## config.mk

```make
export PLATFORM = sky130hd
export DESIGN_NAME = fetch_pc_ctrl
export DESIGN_NICKNAME = d
export VERILOG_FILES = /design/src/rtl/fetch_pc_ctrl.sv
export SDC_FILE = /design/constraint.sdc
export NUM_CORES = 1
export LEC_CHECK = 0
export CAP_MARGIN = 25
export CORE_MARGIN = 10
export CORE_UTILIZATION = 45
export DETAILED_ROUTE_END_ITERATION = 8
export PLACE_DENSITY = 0.76
export SYNTH_ARGS = -nofsm -noshare
export SYNTH_HDL_FRONTEND = slang
export SYNTH_SLANG_ARGS = --single-unit
```

## constraint.sdc

```tcl
create_clock -name clk -period 1.6 [get_ports clk]
set_input_delay 0.16 -clock clk [delete_from_list [all_inputs] [get_ports clk]]
set_output_delay 0.16 -clock clk [all_outputs]
set_load 0.005 [all_outputs]
```

## src/rtl/fetch_pc_ctrl.sv

```systemverilog
// Fetch-side PC owner: issues instruction-memory requests, absorbs write-back redirects
// (including ones that land mid-fetch), buffers a word across decode stalls, and freezes on HALT.
module fetch_pc_ctrl #(
    parameter logic [15:0] RESET_PC  = 16'h0000,
    parameter logic [15:0] NOP_INSTR = 16'h0800
) (
    input  logic        clk,
    input  logic        rst,
    input  logic [15:0] new_PC,
    input  logic        redirect,
    input  logic        stall,
    input  logic        halt,
    input  logic        imem_rdy,
    input  logic [15:0] imem_data,
    output logic        imem_en,
    output logic [15:0] imem_addr,
    output logic [15:0] instr,
    output logic [15:0] PC2,
    output logic        if_valid,
    output logic        halted,
    output logic        misalign
);

    localparam logic [1:0] ST_FETCH  = 2'd0;
    localparam logic [1:0] ST_BUF    = 2'd1;
    localparam logic [1:0] ST_HALTED = 2'd2;

    logic [1:0]  state_r, state_s;
    logic [15:0] pc_r, pc_s;
    logic [15:0] pend_pc_r, pend_pc_s;
    logic        pend_vld_r, pend_vld_s;
    logic [15:0] buf_r, buf_s;
    logic [15:0] instr_r, instr_s;
    logic [15:0] pc2_r, pc2_s;
    logic        if_valid_r, if_valid_s;
    logic        halted_r, halted_s;
    logic        misalign_r, misalign_s;

    logic [15:0] target_s;
    logic [15:0] pc_inc_s;

    assign target_s = {new_PC[15:1], 1'b0};
    assign pc_inc_s = pc_r + 16'd2;

    // Next-state logic; any redirect flushes the word held for decode
    always_comb begin
        state_s    = state_r;
        pc_s       = pc_r;
        pend_pc_s  = pend_pc_r;
        pend_vld_s = pend_vld_r;
        buf_s      = buf_r;
        instr_s    = instr_r;
        pc2_s      = pc2_r;
        if_valid_s = if_valid_r;
        halted_s   = halted_r;
        misalign_s = misalign_r;

        if (halt && (state_r != ST_HALTED)) begin
            state_s    = ST_HALTED;
            halted_s   = 1'b1;
            if_valid_s = 1'b0;
            instr_s    = NOP_INSTR;
            pend_vld_s = 1'b0;
        end else begin
            case (state_r)
                ST_FETCH: begin
                    if (redirect) begin
                        misalign_s = misalign_r | new_PC[0];
                        if_valid_s = 1'b0;
                        instr_s    = NOP_INSTR;
                        if (imem_rdy) begin
                            pc_s       = target_s;
                            pend_vld_s = 1'b0;
                        end else begin
                            pend_pc_s  = target_s;
                            pend_vld_s = 1'b1;
                        end
                    end else if (pend_vld_r) begin
                        if_valid_s = 1'b0;
                        instr_s    = NOP_INSTR;
                        if (imem_rdy) begin
                            pc_s       = pend_pc_r;
                            pend_vld_s = 1'b0;
                        end else begin
                            pend_vld_s = 1'b1;
                        end
                    end else if (imem_rdy) begin
                        if (stall) begin
                            buf_s   = imem_data;
                            state_s = ST_BUF;
                        end else begin
                            instr_s    = imem_data;
                            pc2_s      = pc_inc_s;
                            if_valid_s = 1'b1;
                            pc_s       = pc_inc_s;
                        end
                    end else if (!stall) begin
                        if_valid_s = 1'b0;
                        instr_s    = NOP_INSTR;
                    end else begin
                        if_valid_s = if_valid_r;
                    end
                end
                ST_BUF: begin
                    if (redirect) begin
                        misalign_s = misalign_r | new_PC[0];
                        pc_s       = target_s;
                        if_valid_s = 1'b0;
                        instr_s    = NOP_INSTR;
                        pend_vld_s = 1'b0;
                        state_s    = ST_FETCH;
                    end else if (!stall) begin
                        instr_s    = buf_r;
                        pc2_s      = pc_inc_s;
                        if_valid_s = 1'b1;
                        pc_s       = pc_inc_s;
                        state_s    = ST_FETCH;
                    end else begin
                        state_s = ST_BUF;
                    end
                end
                ST_HALTED: begin
                    halted_s   = 1'b1;
                    if_valid_s = 1'b0;
                    instr_s    = NOP_INSTR;
                end
                default: begin
                    state_s    = ST_FETCH;
                    if_valid_s = 1'b0;
                    instr_s    = NOP_INSTR;
                end
            endcase
        end
    end

    // State and output registers with synchronous reset
    always_ff @(posedge clk) begin
        if (rst) begin
            state_r    <= ST_FETCH;
            pc_r       <= RESET_PC;
            pend_pc_r  <= RESET_PC;
            pend_vld_r <= 1'b0;
            buf_r      <= NOP_INSTR;
            instr_r    <= NOP_INSTR;
            pc2_r      <= RESET_PC + 16'd2;
            if_valid_r <= 1'b0;
            halted_r   <= 1'b0;
            misalign_r <= 1'b0;
        end else begin
            state_r    <= state_s;
            pc_r       <= pc_s;
            pend_pc_r  <= pend_pc_s;
            pend_vld_r <= pend_vld_s;
            buf_r      <= buf_s;
            instr_r    <= instr_s;
            pc2_r      <= pc2_s;
            if_valid_r <= if_valid_s;
            halted_r   <= halted_s;
            misalign_r <= misalign_s;
        end
    end

    // Request side depends only on state and PC so the address is stable until imem_rdy
    assign imem_en   = (state_r == ST_FETCH);
    assign imem_addr = pc_r;
    assign instr     = instr_r;
    assign PC2       = pc2_r;
    assign if_valid  = if_valid_r;
    assign halted    = halted_r;
    assign misalign  = misalign_r;

endmodule
```

# == Word-level counts from Yosys, hierarchy flattened ==
# Cells that the tools add are included.
# classes
n_reduce_logical,15
mux,44
n_eq_ne,17
bitwise,6
n_addsub,1
# op_table
op,count
16-bit 2-to-1 mux,19
16-bit case mux with 2 select lines,3
16-bit by 2-bit adder with 16-bit output (second input constant),1
2-bit inequality test (second input constant),8
1-bit 2-to-1 mux,14
3-bit by 2-bit inequality test with 1-bit output (second input constant),4
6-bit AND reduction,2
2-bit 2-to-1 mux,5
5-bit AND reduction,2
2-bit case mux with 3 select lines,1
3-bit AND reduction,2
5-bit by 4-bit inequality test with 1-bit output (second input constant),1
1-bit NOT,5
4-bit by 3-bit inequality test with 1-bit output (second input constant),1
1-bit case mux with 2 select lines,2
2-bit AND reduction,2
4-bit AND reduction,1
2-bit nonzero test,2
2-bit OR reduction,2
3-bit inequality test (second input constant),1
2-bit by 1-bit equality test with 1-bit output (second input constant),1
2-bit equality test (second input constant),1
2-bit zero test,1
1-bit logical AND,1
1-bit bitwise OR,1
# totals
elab_cells,94
ff_bits,85

# == Depth between registers and ports, before layout ==
# Gate-level depths: netlist (run 1).
# depth
word_depth,6
mapped_depth,7
depth_no_buf,6

# == Worst setup path before layout (run 1) ==
# Ideal clock, no wire load.
# synth_timing
path_type,register to register
start,register state_r[1]
end,register buf_r[11]
t_arrival_ns,1.500
setup_slack_ns,-0.037
path_stages_with_launch,8
period_less_slack_ns,1.637
required_ns,1.463
setup_ns,0.137
path_cell_list,dfxtp_1 > nor2_2 > nand2_2 > or4_1 > buf_6 > buf_8 > nand2_2 > o211ai_2
# synth_via
elab_chain_cells,4
word_cells_on_any_way,5
cone_classes,1 x eq/ne; 1 x bitwise; 3 x reduce/logical
# synth_lines
element,line,text
from (decl),28,"logic [1:0] state_r, state_s;"
from (signal assigned),150,state_r <= state_s;
2-bit inequality test,58,if (halt && (state_r != ST_HALTED)) begin
1-bit logical AND,58,
1-bit NOT (no source line),-,
6-bit AND reduction (no source line) *,-,
to (signal assigned),154,buf_r <= buf_s;
to (decl),32,"logic [15:0] buf_r, buf_s;"
# Every way passes the cells marked *; elsewhere a longest branch is shown, timed or not.
# A chain may end at the register's enable or synchronous reset.

# == Worst setup path in the final report (run 1) ==
# layout_timing
start,register state_r[1]
end,"register pc_r[12], in the netlist imem_addr[12]"
# layout_via
elab_chain_cells,4
word_cells_on_any_way,9
cone_classes,3 x eq/ne; 1 x mux; 1 x bitwise; 4 x reduce/logical
# layout_lines
element,line,text
2-bit inequality test,58,
1-bit logical AND,58,
1-bit NOT (no source line),-,
3-bit AND reduction (no source line),-,
to (signal assigned),151,pc_r <= pc_s;
to (decl),29,"logic [15:0] pc_r, pc_s;"
# Parallel ways exist; a longest one is shown, timed or not.

==> impl_metrics.ini, run 1 <==
[status]
status = finished with violations
failed_checks = negative setup slack

[floorplan]
die_h_um = 113.8
start_util_pct = 45.89
dieArea_sq_um = 12960
core-area_sq_um = 8636
die_x_um = 113.8
io_pins = 90
rows = 34

[final_layout]
nets = 648
area_growth_pct = 50.14
final_area_sq_um = 5949
n_antenna_cell = 0
fill_cells = 641
finish.utilization_pct = 68.89
layout-drive-gt1-share_pct = 26.22

[critical_path]
reg2reg_from = state_r[1]
regToRegEndpoint = imem_addr[12]
crit_buf_inv = 1
crit_path_start = state_r[1]
crit_path_max_fanout = 6
cpPeakStageDelay_ns = 0.39
worstSetupPathType = reg2reg
path_cells = nand2b_4 -> a21o_4 -> buf_4 -> or4_1 -> o221ai_1
crit_required_ns = 1.87
reg2reg_slack_ns = -0.01
crit_family = simple AND/OR/NAND/NOR gates
cp-start-kind = flop
reg2regPathDepth = 5
cp_slowest_cell = or4_1
arrival_ns = 1.89
end_kind = flop

[placed_design]
hpwl_um = 8931
dp_slack_ns = -0.4598
placed_cell_area_sq_um = 5348
port_buffers = 87
routabilityCongestion = 0.9290

[clocking]
holdBufCountCts = 0
clk_pin_slew_ns = 0.08
cts.htree.levels = 3
clkLatencyLatePin_ns = 0.36
clockRootBuffer = clkbuf_8
clkSinkCount = 83
numCtsBuffers = 9
cts_buffer_depth = 2
cts_tree = yes

[synthesis]
synth.avg_cell_area_sq_um = 8.596
seq_area_frac_synth_pct = 41.93
synth_edf_count = 0
ys_warn_count = 0
async_flop_share_pct = 0
syn_area_sq_um = 3963
synth_cell_types = 64
ys_seq_elements = 83
synthCells = 461
ys.flop_type = dfxtp_1

[timing]
final-max-slew-violation-count = 0
hold_viol = 0
layout_setup_ws_ns = -0.01235
fin_worst_skew_ns = 0.01159
fin_crit_sh_pct = 100.8
fmax_ghz = 0.6202
period_needed_ns = 1.612
rsz0062_at_grt = true
setup_viol = 1

[worst_hold_path]
hp-start = rst
min_path_type = in2reg
whs_endpoint = imem_addr[14]
holdPathStages = 3

[detailed_routing]
wl_per_cell_um = 18.07
drt-total-wl_um = 13050
ant_nets = 0
vias_per_cell = 5.731
dr.pass1.iters = 5
vias = 4138
drc = 0
drtIter0Drc = 389

[power]
pwr-share-seq_pct = 43.9
p_sw_share_pct = 24.62
power_mw = 4.983
internal_power_mw = 3.756
p_switching_mw = 1.227
vdd_drop_max_v = 0.0005117
p_leak_nw = 2.216
p_clk_share_pct = 40.1
powerDensity_nw_per_um2 = 837.6
power_frac_comb_pct = 16.0

[global_route]
gr-total-overflow = 0
grt_pass1_wl_um = 20050
grt_usage_pct = 18.51
grt_pass1_vias = 4093
grt_antenna_before_repair = 0
grt_max_degree = 36

[job]
maxCapViolCount = 0
worst max-delay path by stage:
stage / to / slack (ns) / depth (start not counted)
2_1_floorplan: buf_r[11] / 0.005 / 6
6_report: imem_addr[12] / -0.01 / 5
4_1_cts: imem_addr[9] / 0.005 / 7
5_1_grt: PC2[5] / -0.08 / 7
3_3_place_gp: instr[5] / -0.31 / 5
3_5_place_dp: instr[12] / -0.46 / 5
through the flow:
step | cells | TNS (ns) | hold slack, ns
6_report | 722 | -0.01235 | 0.1394
5_1_grt | 722 | -0.7229 | 0.1425
4_1_cts | 712 | 0 | 0.1359
3_5_place_dp | 694 | -18.88 | 0.4485
3_3_place_gp | 694 | -14.99 | 0.4360
2_1_floorplan | 462 | 0 | 0.2960
power by group through the flow:
stage	registers (mW)	logic (mW)	clock network, mW
2_1_floorplan	2.23	0.316	0
3_3_place_gp	2.23	0.695	0
3_5_place_dp	2.23	0.708	0
4_1_cts	2.19	0.722	2.00
5_1_grt	2.19	0.856	2.09
6_report	2.19	0.799	2.00
registers in the layout, summed over array words and instances, names as in the netlist:
register / cells
pend_vld_r: 1
imem_addr: 15
misalign: 1
pend_pc_r: 15
state_r: 2
instr: 16
buf_r: 16
halted: 1
PC2: 15
if_valid: 1
layout by cell type (no fill, tap or decap), types with 4 or more instances in the layout:
master / synthesis / routed
a211oi_1: 8 / 8
a211oi_2: 6 / 6
a21oi_1: 31 / 29
a221oi_1: 17 / 12
a221oi_2: 0 / 5
and3_1: 4 / 4
buf_12: 0 / 5
buf_4: 3 / 69
buf_6: 5 / 8
bufinv_16: 0 / 4
clkbuf_8: 0 / 9
clkdlybuf4s50_1: 0 / 84
dfxtp_1: 83 / 70
dfxtp_2: 0 / 9
dfxtp_4: 0 / 4
inv_1: 4 / 4
mux2i_1: 17 / 17
nand2_1: 56 / 55
nand3_1: 13 / 12
nand4_1: 5 / 5
nor2_1: 65 / 62
nor3_1: 25 / 20
nor3_2: 0 / 4
o21ai_0: 13 / 11
xnor2_1: 6 / 6
xor2_1: 8 / 8
synth_stat cells, types with 4 or more instances:
library cell / number / share of area [%]
dfxtp_1: 83 / 42
nor2_1: 65 / 6.2
nand2_1: 56 / 5.3
a21oi_1: 31 / 3.9
nor3_1: 25 / 3.2
a221oi_1: 17 / 3.8
mux2i_1: 17 / 4.3
buf_2: 13 / 1.6
nand3_1: 13 / 1.6
o21ai_0: 13 / 1.6
clkbuf_1: 11 / 1.0
a211oi_1: 8 / 1.5
xor2_1: 8 / 1.8
a211oi_2: 6 / 1.9
xnor2_1: 6 / 1.3
buf_6: 5 / 1.4
nand4_1: 5 / 0.79
and2_1: 4 / 0.63
and3_1: 4 / 0.63
inv_1: 4 / 0.38
final cells by class:
class	count	area, sq um	share of cell area (%)
Tap cell	108	135.1	2.271
Inverter	5	18.77	0.3155
Clock inverter	6	137.6	2.313
Sequential cell	83	1688	28.37
Multi-Input combinational cell	340	2241	37.67
Clock buffer	10	127.6	2.145
Timing Repair Buffer	170	1602	26.92
cells by family after synthesis:
| group | after synthesis | share of synthesized area (%) |
|---|---|---|
| adders and majority gates | 1 | 0.3157 |
| buffers and inverters | 39 | 5.620 |
| AOI/OAI and AO/OA | 105 | 19.23 |
| and+or+nand+nor | 199 | 24.85 |
| other | 1 | 0.09464 |
| muxes | 19 | 4.863 |
| DFF | 83 | 41.93 |
| xor gates and xnor gates | 14 | 3.094 |
worst register-to-register path, cell delays in order (launching register included):
cell	delay (ns)
dfxtp_4	0.37
nand2b_4	0.19
a21o_4	0.25
buf_4	0.16
or4_1	0.40
o221ai_1	0.16
per-layer routing:
layer	GRT usage [%]	routed length, um	part of all wire, %
met1	22.29	5485	42
met2	31.88	6480	50
met3	3.255	857	6.6
met4	7.352	225	1.7
met5	0	0	0
repair_timing:
item                                    in CTS  in global routing
pin swaps                                    1                  9
cloned                                       0                  3
endpoints found under the setup margin      25                 62
gates resized for setup                      9                 58
buffers inserted                             2                  7
(Power assumes the default switching activity.)
==> inputs of run 2 (changes only) <==
--- a/config.mk
+++ b/config.mk
@@ -10,6 +10,7 @@
 export CORE_UTILIZATION = 45
 export DETAILED_ROUTE_END_ITERATION = 8
 export PLACE_DENSITY = 0.76
+export RECOVER_POWER = 100
 export SYNTH_ARGS = -nofsm -noshare
 export SYNTH_HDL_FRONTEND = slang
 export SYNTH_SLANG_ARGS = --single-unit
==> results of run 2 <==
The final DEF is identical to that of run 1; final timing and power are the same.
